===== config.mk =====
export PLATFORM = sky130hd
export DESIGN_NAME = tiny_npu_tile
export DESIGN_NICKNAME = d
export VERILOG_FILES = /design/src/rtl/tiny_npu_pkg.sv /design/src/rtl/tiny_npu_fifo.sv /design/src/rtl/tiny_npu_lane.sv /design/src/rtl/tiny_npu_tile.sv
export SDC_FILE = /design/constraint.sdc
export NUM_CORES = 2
export LEC_CHECK = 0
export BUFFER_PORTS_ARGS = -buffer_cell sky130_fd_sc_hd__buf_2
export CELL_PAD_IN_SITES_DETAIL_PLACEMENT = 1
export CELL_PAD_IN_SITES_GLOBAL_PLACEMENT = 2
export CORE_MARGIN = 1
export CORE_UTILIZATION = 31
export CTS_CLUSTER_DIAMETER = 60
export CTS_CLUSTER_SIZE = 25
export DETAILED_ROUTE_END_ITERATION = 12
export PLACE_DENSITY = 0.65
export SYNTH_ARGS = -nofsm -noshare
export SYNTH_HDL_FRONTEND = slang
export SYNTH_HIERARCHICAL = 1
export SYNTH_SLANG_ARGS = --single-unit

===== constraint.sdc =====
create_clock -name clk -period 8.85 [get_ports clk]
set_input_delay 1.77 -clock clk [delete_from_list [all_inputs] [get_ports clk]]
set_output_delay 1.77 -clock clk [all_outputs]
set_load 0.02 [all_outputs]

===== src/rtl/tiny_npu_pkg.sv =====
// tiny_npu shared package: FSM states, default widths, result formatting.
// Optional feature macro: TINY_NPU_RELU_EN (handled in tiny_npu_lane).
package tiny_npu_pkg;

    typedef enum logic [1:0] {
        IDLE,
        WAIT,
        MAC,
        DRAIN
    } npu_state_t;

    localparam int NPU_NBITS = 8;
    localparam int NPU_DEPTH = 8;
    localparam int NPU_PBITS = 2 * NPU_NBITS;
    localparam int NPU_ABITS = NPU_PBITS + $clog2(NPU_DEPTH);

    // Arithmetic shift right by dbits, then clamp to the signed nbits range.
    function automatic logic signed [31:0] sat_shift(
        input logic signed [63:0] acc,
        input int                 nbits,
        input int                 dbits
    );
        logic signed [63:0] s;
        logic signed [63:0] mx;
        logic signed [63:0] mn;
        s  = acc >>> dbits;
        mx = (64'sd1 <<< (nbits - 1)) - 64'sd1;
        mn = -(64'sd1 <<< (nbits - 1));
        if (s > mx) begin
            s = mx;
        end else if (s < mn) begin
            s = mn;
        end
        return s[31:0];
    endfunction

endpackage


===== src/rtl/tiny_npu_fifo.sv =====
// tiny_npu FIFO: single-clock, fall-through read, simultaneous push/pop.
// Used for the shared x FIFO and every per-lane weight FIFO.
module tiny_npu_fifo #(
    parameter int W     = 8,
    parameter int DEPTH = 8
) (
    input  logic                   clk,
    input  logic                   rst,
    input  logic                   i_push,
    input  logic [W-1:0]           i_din,
    input  logic                   i_pop,
    output logic [W-1:0]           o_dout,
    output logic                   o_full,
    output logic [$clog2(DEPTH):0] o_count
);
    localparam int PB = $clog2(DEPTH);
    localparam int CB = PB + 1;

    logic [W-1:0]  r_mem [DEPTH];
    logic [PB-1:0] r_wr;
    logic [PB-1:0] r_rd;
    logic [CB-1:0] r_cnt;

    // Storage array; contents are don't-care while the count says empty.
    always_ff @(posedge clk) begin
        if (i_push) begin
            r_mem[r_wr] <= i_din;
        end
    end

    // Pointers and occupancy, explicitly wrapped so DEPTH need not be 2^n.
    always_ff @(posedge clk) begin
        if (rst) begin
            r_wr  <= '0;
            r_rd  <= '0;
            r_cnt <= '0;
        end else begin
            if (i_push) begin
                r_wr <= (r_wr == PB'(DEPTH - 1)) ? '0 : r_wr + PB'(1);
            end
            if (i_pop) begin
                r_rd <= (r_rd == PB'(DEPTH - 1)) ? '0 : r_rd + PB'(1);
            end
            if (i_push && !i_pop) begin
                r_cnt <= r_cnt + CB'(1);
            end else if (!i_push && i_pop) begin
                r_cnt <= r_cnt - CB'(1);
            end
        end
    end

    assign o_dout  = r_mem[r_rd];
    assign o_full  = (r_cnt == CB'(DEPTH));
    assign o_count = r_cnt;

endmodule


===== src/rtl/tiny_npu_lane.sv =====
// tiny_npu MAC lane: signed multiply-accumulate plus result formatting.
// TINY_NPU_RELU_EN clamps negative formatted results to zero.
module tiny_npu_lane
    import tiny_npu_pkg::*;
#(
    parameter int NBITS = NPU_NBITS,
    parameter int DEPTH = NPU_DEPTH,
    parameter int DBITS = 4
) (
    input  logic                    clk,
    input  logic                    rst,
    input  logic                    i_clr,
    input  logic                    i_en,
    input  logic signed [NBITS-1:0] i_x,
    input  logic signed [NBITS-1:0] i_w,
    output logic signed [NBITS-1:0] o_res
);
    localparam int PB = 2 * NBITS;
    localparam int AB = PB + $clog2(DEPTH);

    logic signed [PB-1:0]    w_prod;
    logic signed [AB-1:0]    w_acc_nxt;
    logic signed [AB-1:0]    r_acc;
    logic signed [NBITS-1:0] w_res;

    assign w_prod    = PB'(i_x) * PB'(i_w);
    assign w_acc_nxt = i_en ? r_acc + AB'(w_prod) : r_acc;

    // Accumulator: cleared at job start, grows by one product per MAC step.
    always_ff @(posedge clk) begin
        if (rst || i_clr) begin
            r_acc <= '0;
        end else begin
            r_acc <= w_acc_nxt;
        end
    end

    // Formatting looks at the post-step value so the last product is seen.
    assign w_res = NBITS'(sat_shift(64'(w_acc_nxt), NBITS, DBITS));

`ifdef TINY_NPU_RELU_EN
    assign o_res = w_res[NBITS-1] ? '0 : w_res;
`else
    assign o_res = w_res;
`endif

endmodule


===== src/rtl/tiny_npu_tile.sv =====
// tiny_npu_tile: LANES MAC lanes fed by a broadcast x FIFO and per-lane
// weight FIFOs. Optional macro TINY_NPU_RELU_EN enables ReLU on results.
module tiny_npu_tile
    import tiny_npu_pkg::*;
#(
    parameter int LANES = 4,
    parameter int DEPTH = 8,
    parameter int NBITS = 8,
    parameter int DBITS = 4
) (
    input  logic                     clk,
    input  logic                     rst,
    input  logic                     x_in_val,
    output logic                     x_in_rdy,
    input  logic [NBITS-1:0]         x_in,
    input  logic                     w_in_val,
    output logic                     w_in_rdy,
    input  logic [NBITS-1:0]         w_in,
    input  logic [$clog2(LANES)-1:0] w_in_sel,
    input  logic                     start,
    input  logic [$clog2(DEPTH):0]   len,
    input  logic                     feedback,
    output logic                     busy,
    output logic                     z_out_val,
    input  logic                     z_out_rdy,
    output logic [NBITS-1:0]         z_out,
    output logic                     done
);
    localparam int LB = $clog2(LANES);
    localparam int CB = $clog2(DEPTH) + 1;

    npu_state_t r_state;
    npu_state_t w_nxt;

    logic [CB-1:0]    r_len;
    logic             r_fb;
    logic [CB-1:0]    r_step;
    logic [LB-1:0]    r_lane;
    logic [NBITS-1:0] r_z;
    logic             r_zval;

    logic             w_mac;
    logic             w_clr;
    logic             w_load;
    logic             w_xfer;
    logic             w_last;
    logic             w_w_ok;
    logic [CB-1:0]    w_len_c;

    logic             w_x_push;
    logic [NBITS-1:0] w_x_din;
    logic [NBITS-1:0] w_x_dout;
    logic             w_x_full;
    logic [CB-1:0]    w_x_cnt;
    logic             w_fb_push;

    logic [NBITS-1:0] w_wdout [LANES];
    logic [CB-1:0]    w_wcnt  [LANES];
    logic [NBITS-1:0] w_res   [LANES];
    logic [LANES-1:0] w_wfull;
    logic [LANES-1:0] w_wpush;

    assign w_len_c   = (len > CB'(DEPTH)) ? CB'(DEPTH) : len;
    assign w_last    = (r_lane == LB'(LANES - 1));
    assign w_fb_push = (r_state == DRAIN) && r_fb && !w_x_full;
    assign w_xfer    = (r_state == DRAIN) &&
                       (r_fb ? !w_x_full : (r_zval && z_out_rdy));

    assign x_in_rdy = !w_x_full && !((r_state == DRAIN) && r_fb);
    assign w_in_rdy = !w_wfull[w_in_sel];
    assign w_x_push = (x_in_val && x_in_rdy) || w_fb_push;
    assign w_x_din  = w_fb_push ? r_z : x_in;

    assign busy      = (r_state != IDLE);
    assign done      = w_xfer && w_last;
    assign z_out_val = r_zval;
    assign z_out     = r_z;

    tiny_npu_fifo #(.W(NBITS), .DEPTH(DEPTH)) u_xfifo (
        .clk     (clk),
        .rst     (rst),
        .i_push  (w_x_push),
        .i_din   (w_x_din),
        .i_pop   (w_mac),
        .o_dout  (w_x_dout),
        .o_full  (w_x_full),
        .o_count (w_x_cnt)
    );

    for (genvar k = 0; k < LANES; k++) begin : g_lane
        assign w_wpush[k] = w_in_val && w_in_rdy && (w_in_sel == LB'(k));

        tiny_npu_fifo #(.W(NBITS), .DEPTH(DEPTH)) u_wfifo (
            .clk     (clk),
            .rst     (rst),
            .i_push  (w_wpush[k]),
            .i_din   (w_in),
            .i_pop   (w_mac),
            .o_dout  (w_wdout[k]),
            .o_full  (w_wfull[k]),
            .o_count (w_wcnt[k])
        );

        tiny_npu_lane #(.NBITS(NBITS), .DEPTH(DEPTH), .DBITS(DBITS)) u_lane (
            .clk   (clk),
            .rst   (rst),
            .i_clr (w_clr),
            .i_en  (w_mac),
            .i_x   (w_x_dout),
            .i_w   (w_wdout[k]),
            .o_res (w_res[k])
        );
    end

    // Every lane must hold at least len weights before MAC may start.
    always_comb begin
        w_w_ok = 1'b1;
        for (int k = 0; k < LANES; k++) begin
            if (w_wcnt[k] < r_len) begin
                w_w_ok = 1'b0;
            end
        end
    end

    // FSM state register.
    always_ff @(posedge clk) begin
        if (rst) begin
            r_state <= IDLE;
        end else begin
            r_state <= w_nxt;
        end
    end

    // FSM next state and phase strobes.
    always_comb begin
        w_nxt  = r_state;
        w_mac  = 1'b0;
        w_clr  = 1'b0;
        w_load = 1'b0;
        unique case (r_state)
            IDLE: begin
                if (start) begin
                    w_nxt = WAIT;
                    w_clr = 1'b1;
                end
            end
            WAIT: begin
                if (r_len == '0) begin
                    w_nxt  = DRAIN;
                    w_load = 1'b1;
                end else if (w_x_cnt >= r_len && w_w_ok) begin
                    w_nxt = MAC;
                end
            end
            MAC: begin
                w_mac = 1'b1;
                if (r_step == r_len - CB'(1)) begin
                    w_nxt  = DRAIN;
                    w_load = 1'b1;
                end
            end
            DRAIN: begin
                if (w_xfer && w_last) begin
                    w_nxt = IDLE;
                end
            end
            default: w_nxt = IDLE;
        endcase
    end

    // Job parameters, MAC step count and the registered result port.
    always_ff @(posedge clk) begin
        if (rst) begin
            r_len  <= '0;
            r_fb   <= 1'b0;
            r_step <= '0;
            r_lane <= '0;
            r_z    <= '0;
            r_zval <= 1'b0;
        end else begin
            if (r_state == IDLE && start) begin
                r_len <= w_len_c;
                r_fb  <= feedback;
            end
            r_step <= w_mac ? r_step + CB'(1) : '0;
            if (w_load) begin
                r_z    <= w_res[0];
                r_zval <= !r_fb;
                r_lane <= '0;
            end else if (w_xfer) begin
                if (w_last) begin
                    r_zval <= 1'b0;
                end else begin
                    r_z <= w_res[r_lane + LB'(1)];
                end
                r_lane <= r_lane + LB'(1);
            end
        end
    end

endmodule


==> flow_metrics.py <==
metrics = {
    "cts": {
        "cts_tree": "done",
        "cts-root-buf": "clkbuf_16",
        "path_clk_slew_ns": 0.06,
        "cts_max_level": 2,
        "clock_latency_ns": 0.66,
        "clock_sinks": 483,
        "clk_path_buf_depth": 3,
        "ctsHoldBuffers": 0,
        "cts_made_buffers": 51,
    },
    "flow_run": {
        "maxCapViolCount": 0,
    },
    "layout": {
        "area_delta_synth_final_pct": 11.0,
        "layout-drive-gt1-share_pct": 10.1,
        "num-nets-final": 3578,
        "fillers": 12100,
        "fin_util_pct": 34.8,
        "fin_area_um2": 38700,
    },
    "timing": {
        "worst_slew_pin_slew_ns": 1.30,
        "hold_viol": 0,
        "slew_viol_final": 0,
        "clock.fmax_mhz": 122,
        "setup_viol": 0,
        "rsz0062_at_grt": "no",
        "slew_headroom_pct": 13.0,
        "min_period_ns": 8.20,
        "finalCritPeriodShare_pct": 92.6,
        "tns_ns": 0,
        "skew_ns": 0.0484,
    },
    "worst_setup_path": {
        "worstSetupStartpointType": "flop",
        "crit_type": "reg -> reg",
        "reg2reg_depth": 22,
        "critPathArrivalTime_ns": 8.67,
        "crit_fanout": 26,
        "r2r_slack_ns": 0.65,
        "crit_required_ns": 9.32,
        "critPathCapture": "z_out[2]$_SDFFE_PP0P_",
        "r2r_end": "z_out[2]$_SDFFE_PP0P_",
        "critPathCaptureType": "flop",
    },
    "synth": {
        "synth_cell_types": 97,
        "synth_edf_count": 320,
        "synth_top_flop_cell": "edfxtp_1",
        "ys_async_sr_fraction_pct": 0,
        "syn_area_um2": 34900,
        "yosysWarnings": 6,
        "avgSynthCellArea_um2": 12.0,
        "seq_area_frac_synth_pct": 36.9,
        "synth_seq_cells": 483,
        "syn_inst": 2915,
        "synth_fp_nets": 3520,
    },
    "floorplan": {
        "die-area_um2": 114000,
        "die_y_um": 337,
        "start_util_pct": 31.4,
        "die_x_um": 337,
        "io-pin-count": 42,
        "rows": 122,
        "core_um2": 111000,
    },
    "global_route": {
        "grt_pass1_wl_um": 142000,
        "grt_overflow_total": 0,
        "antenna_found_initial": 6,
        "grt_util_all_layers_pct": 16.2,
        "grt_pass1_vias": 24600,
        "grt_start_max_net_pins": 47,
    },
    "place": {
        "gp_congestion": 0.795,
        "dp_hpwl_um": 69300,
        "place_area_um2": 36800,
        "port_buffers": 41,
    },
    "detailed_routing": {
        "dr_total_vias": 22000,
        "drc": 0,
        "ant_nets": 0,
        "firstDrtPassIters": 4,
        "routed_wl_um": 90600,
        "drt_iter0_drc": 874,
        "via_per_inst": 4.88,
        "wire_per_inst_um": 20.1,
    },
    "min_path": {
        "hold_start": "g_lane[2].u_lane/r_acc[2]$_SDFFE_PP0P_",
        "hold_path_class": "reg -> reg",
    },
    "status": {
        "status": "finished clean",
    },
}
## worst min-delay path by stage
stage,slack (ns),endpoint,cells past startpoint
2_1_floorplan,0.44,r_step[0]$_SDFF_PP0_,1
3_3_place_gp,0.46,r_step[0]$_SDFF_PP0_,1
3_5_place_dp,0.49,g_lane[3].u_lane/r_acc[1]$_SDFFE_PP0P_,2
4_1_cts,0.50,g_lane[3].u_lane/r_acc[1]$_SDFFE_PP0P_,2
5_1_grt,0.52,g_lane[0].u_lane/r_acc[2]$_SDFFE_PP0P_,2
6_report,0.50,g_lane[2].u_lane/r_acc[2]$_SDFFE_PP0P_,2
## metal layers
metal / global-route usage, % / vias to the layer above / share of wire [%]
li1: - / 10200 / -
met1: 20.7 / 11500 / 44
met2: 28.7 / 219 / 50
met3: 2.45 / 99 / 3.0
met4: 3.88 / 8 / 2.2
met5: 0 / - / 0.051
## synth_stat cells (all sizes together), types with 5 or more instances
library cell / count / area share [%]
nand3: 29 / 0.43
o21ai: 55 / 0.88
inv: 400 / 4.3
a31oi: 17 / 0.35
clkbuf: 38 / 0.41
nand2: 170 / 1.8
a21oi: 106 / 1.6
xnor2: 49 / 1.2
a211oi: 37 / 0.82
mux2i: 60 / 1.7
buf: 34 / 0.81
nor3: 34 / 0.52
mux2: 59 / 1.9
dfxtp: 163 / 9.4
o21a: 13 / 0.32
mux4: 90 / 6.6
nor4: 14 / 0.34
and3: 9 / 0.18
or4: 5 / 0.13
nor2b: 22 / 0.42
a211o: 5 / 0.13
nand2b: 34 / 0.61
o21bai: 11 / 0.25
nor3b: 13 / 0.28
nor4b: 8 / 0.22
a22oi: 8 / 0.17
and2: 135 / 2.4
a21o: 17 / 0.38
xor2: 23 / 0.58
clkinv: 5 / 0.054
edfxtp: 320 / 28
nor2: 266 / 2.9
a2111oi: 12 / 0.39
or2: 8 / 0.14
o2111ai: 7 / 0.18
ha: 235 / 8.4
fa: 341 / 20
o211ai: 12 / 0.27
## sequential cells by signal (all words and copies together) (netlist names), named ones only
name	flops
g_lane.u_wfifo/o_count	16
u_xfifo/r_rd	3
r_step	4
u_xfifo/r_wr	3
r_lane	2
r_fb	1
g_lane.u_wfifo/r_rd	12
u_xfifo/o_count	4
g_lane.u_wfifo/r_wr	12
r_state	2
g_lane.u_wfifo/r_mem	256
g_lane.u_lane/r_acc	76
z_out_val	1
u_xfifo/r_mem	64
r_len	4
z_out	8
## final cells by class
class                           count  area (um2)  area share (%)
Inverter                          405        1520            3.93
Sequential cell                   483       12900            33.2
Timing Repair Buffer               77         475            1.23
Clock inverter                     38         554            1.43
Tap cell                         1488        1860            4.81
Antenna cell                        3        7.51          0.0194
Multi-Input combinational cell   1955       20100            51.9
Clock buffer                       56        1340            3.45
## kinds of logic (layout without fill, tap and decap cells)
group,after synthesis,count (layout),synth area share [%]
xor gates and xnor gates,72,72,1.81
other,0,3,0
adders and majority gates,576,576,28.0
and+or+nand+nor,767,767,10.9
AOI/OAI and AO/OA,331,331,6.60
muxes,209,209,10.2
buffers and inverters,477,576,5.57
DFF,483,483,36.9
## worst max-delay path, stage by stage (launching register included)
cell and delay (ns):
dfxtp_1 0.39, buf_4 0.23, mux4_1 0.58, mux2_2 0.57
buf_4 0.32, and2_1 0.16, fa_1 0.44, fa_1 0.57
fa_1 0.46, fa_1 0.58, fa_1 0.43, ha_1 0.38
o211ai_1 0.14, a21oi_1 0.34, o2111ai_1 0.22, a31oi_1 0.23
mux2i_1 0.37, xor2_2 0.40, a31o_2 0.28, o21ai_1 0.18
mux4_2 0.48, mux2i_1 0.15, a211oi_1 0.09
## cell usage in the layout (no fill, tap or decap), types with 7 or more instances in the layout
cell,synthesis,layout
mux2i_1,60,60
nor2_1,265,265
a21o_1,14,14
dfxtp_1,163,162
a211oi_1,35,35
nand3_1,28,28
nor3_1,33,33
buf_2,7,41
o21bai_1,10,10
o21a_1,11,11
mux2_2,59,59
edfxtp_1,320,320
o21ai_0,24,24
a22oi_1,8,8
a21oi_1,102,102
nand2b_1,34,34
ha_1,235,234
a31oi_1,16,16
xnor2_1,49,49
o2111ai_1,7,7
fa_1,341,341
xor2_1,23,22
nor3b_1,13,13
and3_1,8,8
and2_1,135,134
o211ai_1,11,11
inv_1,399,399
nand2_1,168,168
buf_4,3,36
mux4_1,75,75
mux4_2,15,15
clkbuf_16,0,52
nor4_1,12,12
nor4b_1,7,7
o21ai_1,25,25
nor2b_1,21,21
## timing repair
| action | in CTS | in global routing |
|---|---|---|
| endpoints found under the setup margin | 0 | 7 |
| buffers inserted | 0 | 0 |
| gates resized for setup | 0 | 3 |
## per-stage QoR
step	hold WS [ns]	setup slack, ns	std cells
after floorplan	0.441	1.73	2915
after global placement	0.461	0.327	4408
after detailed placement	0.490	0.288	4408
after CTS	0.502	0.214	4502
after global routing	0.515	0.189	4502
final	0.498	0.654	4505
Power is not shown: default switching activity piles up to over one toggle a cycle in this logic, so the estimate is an artifact.
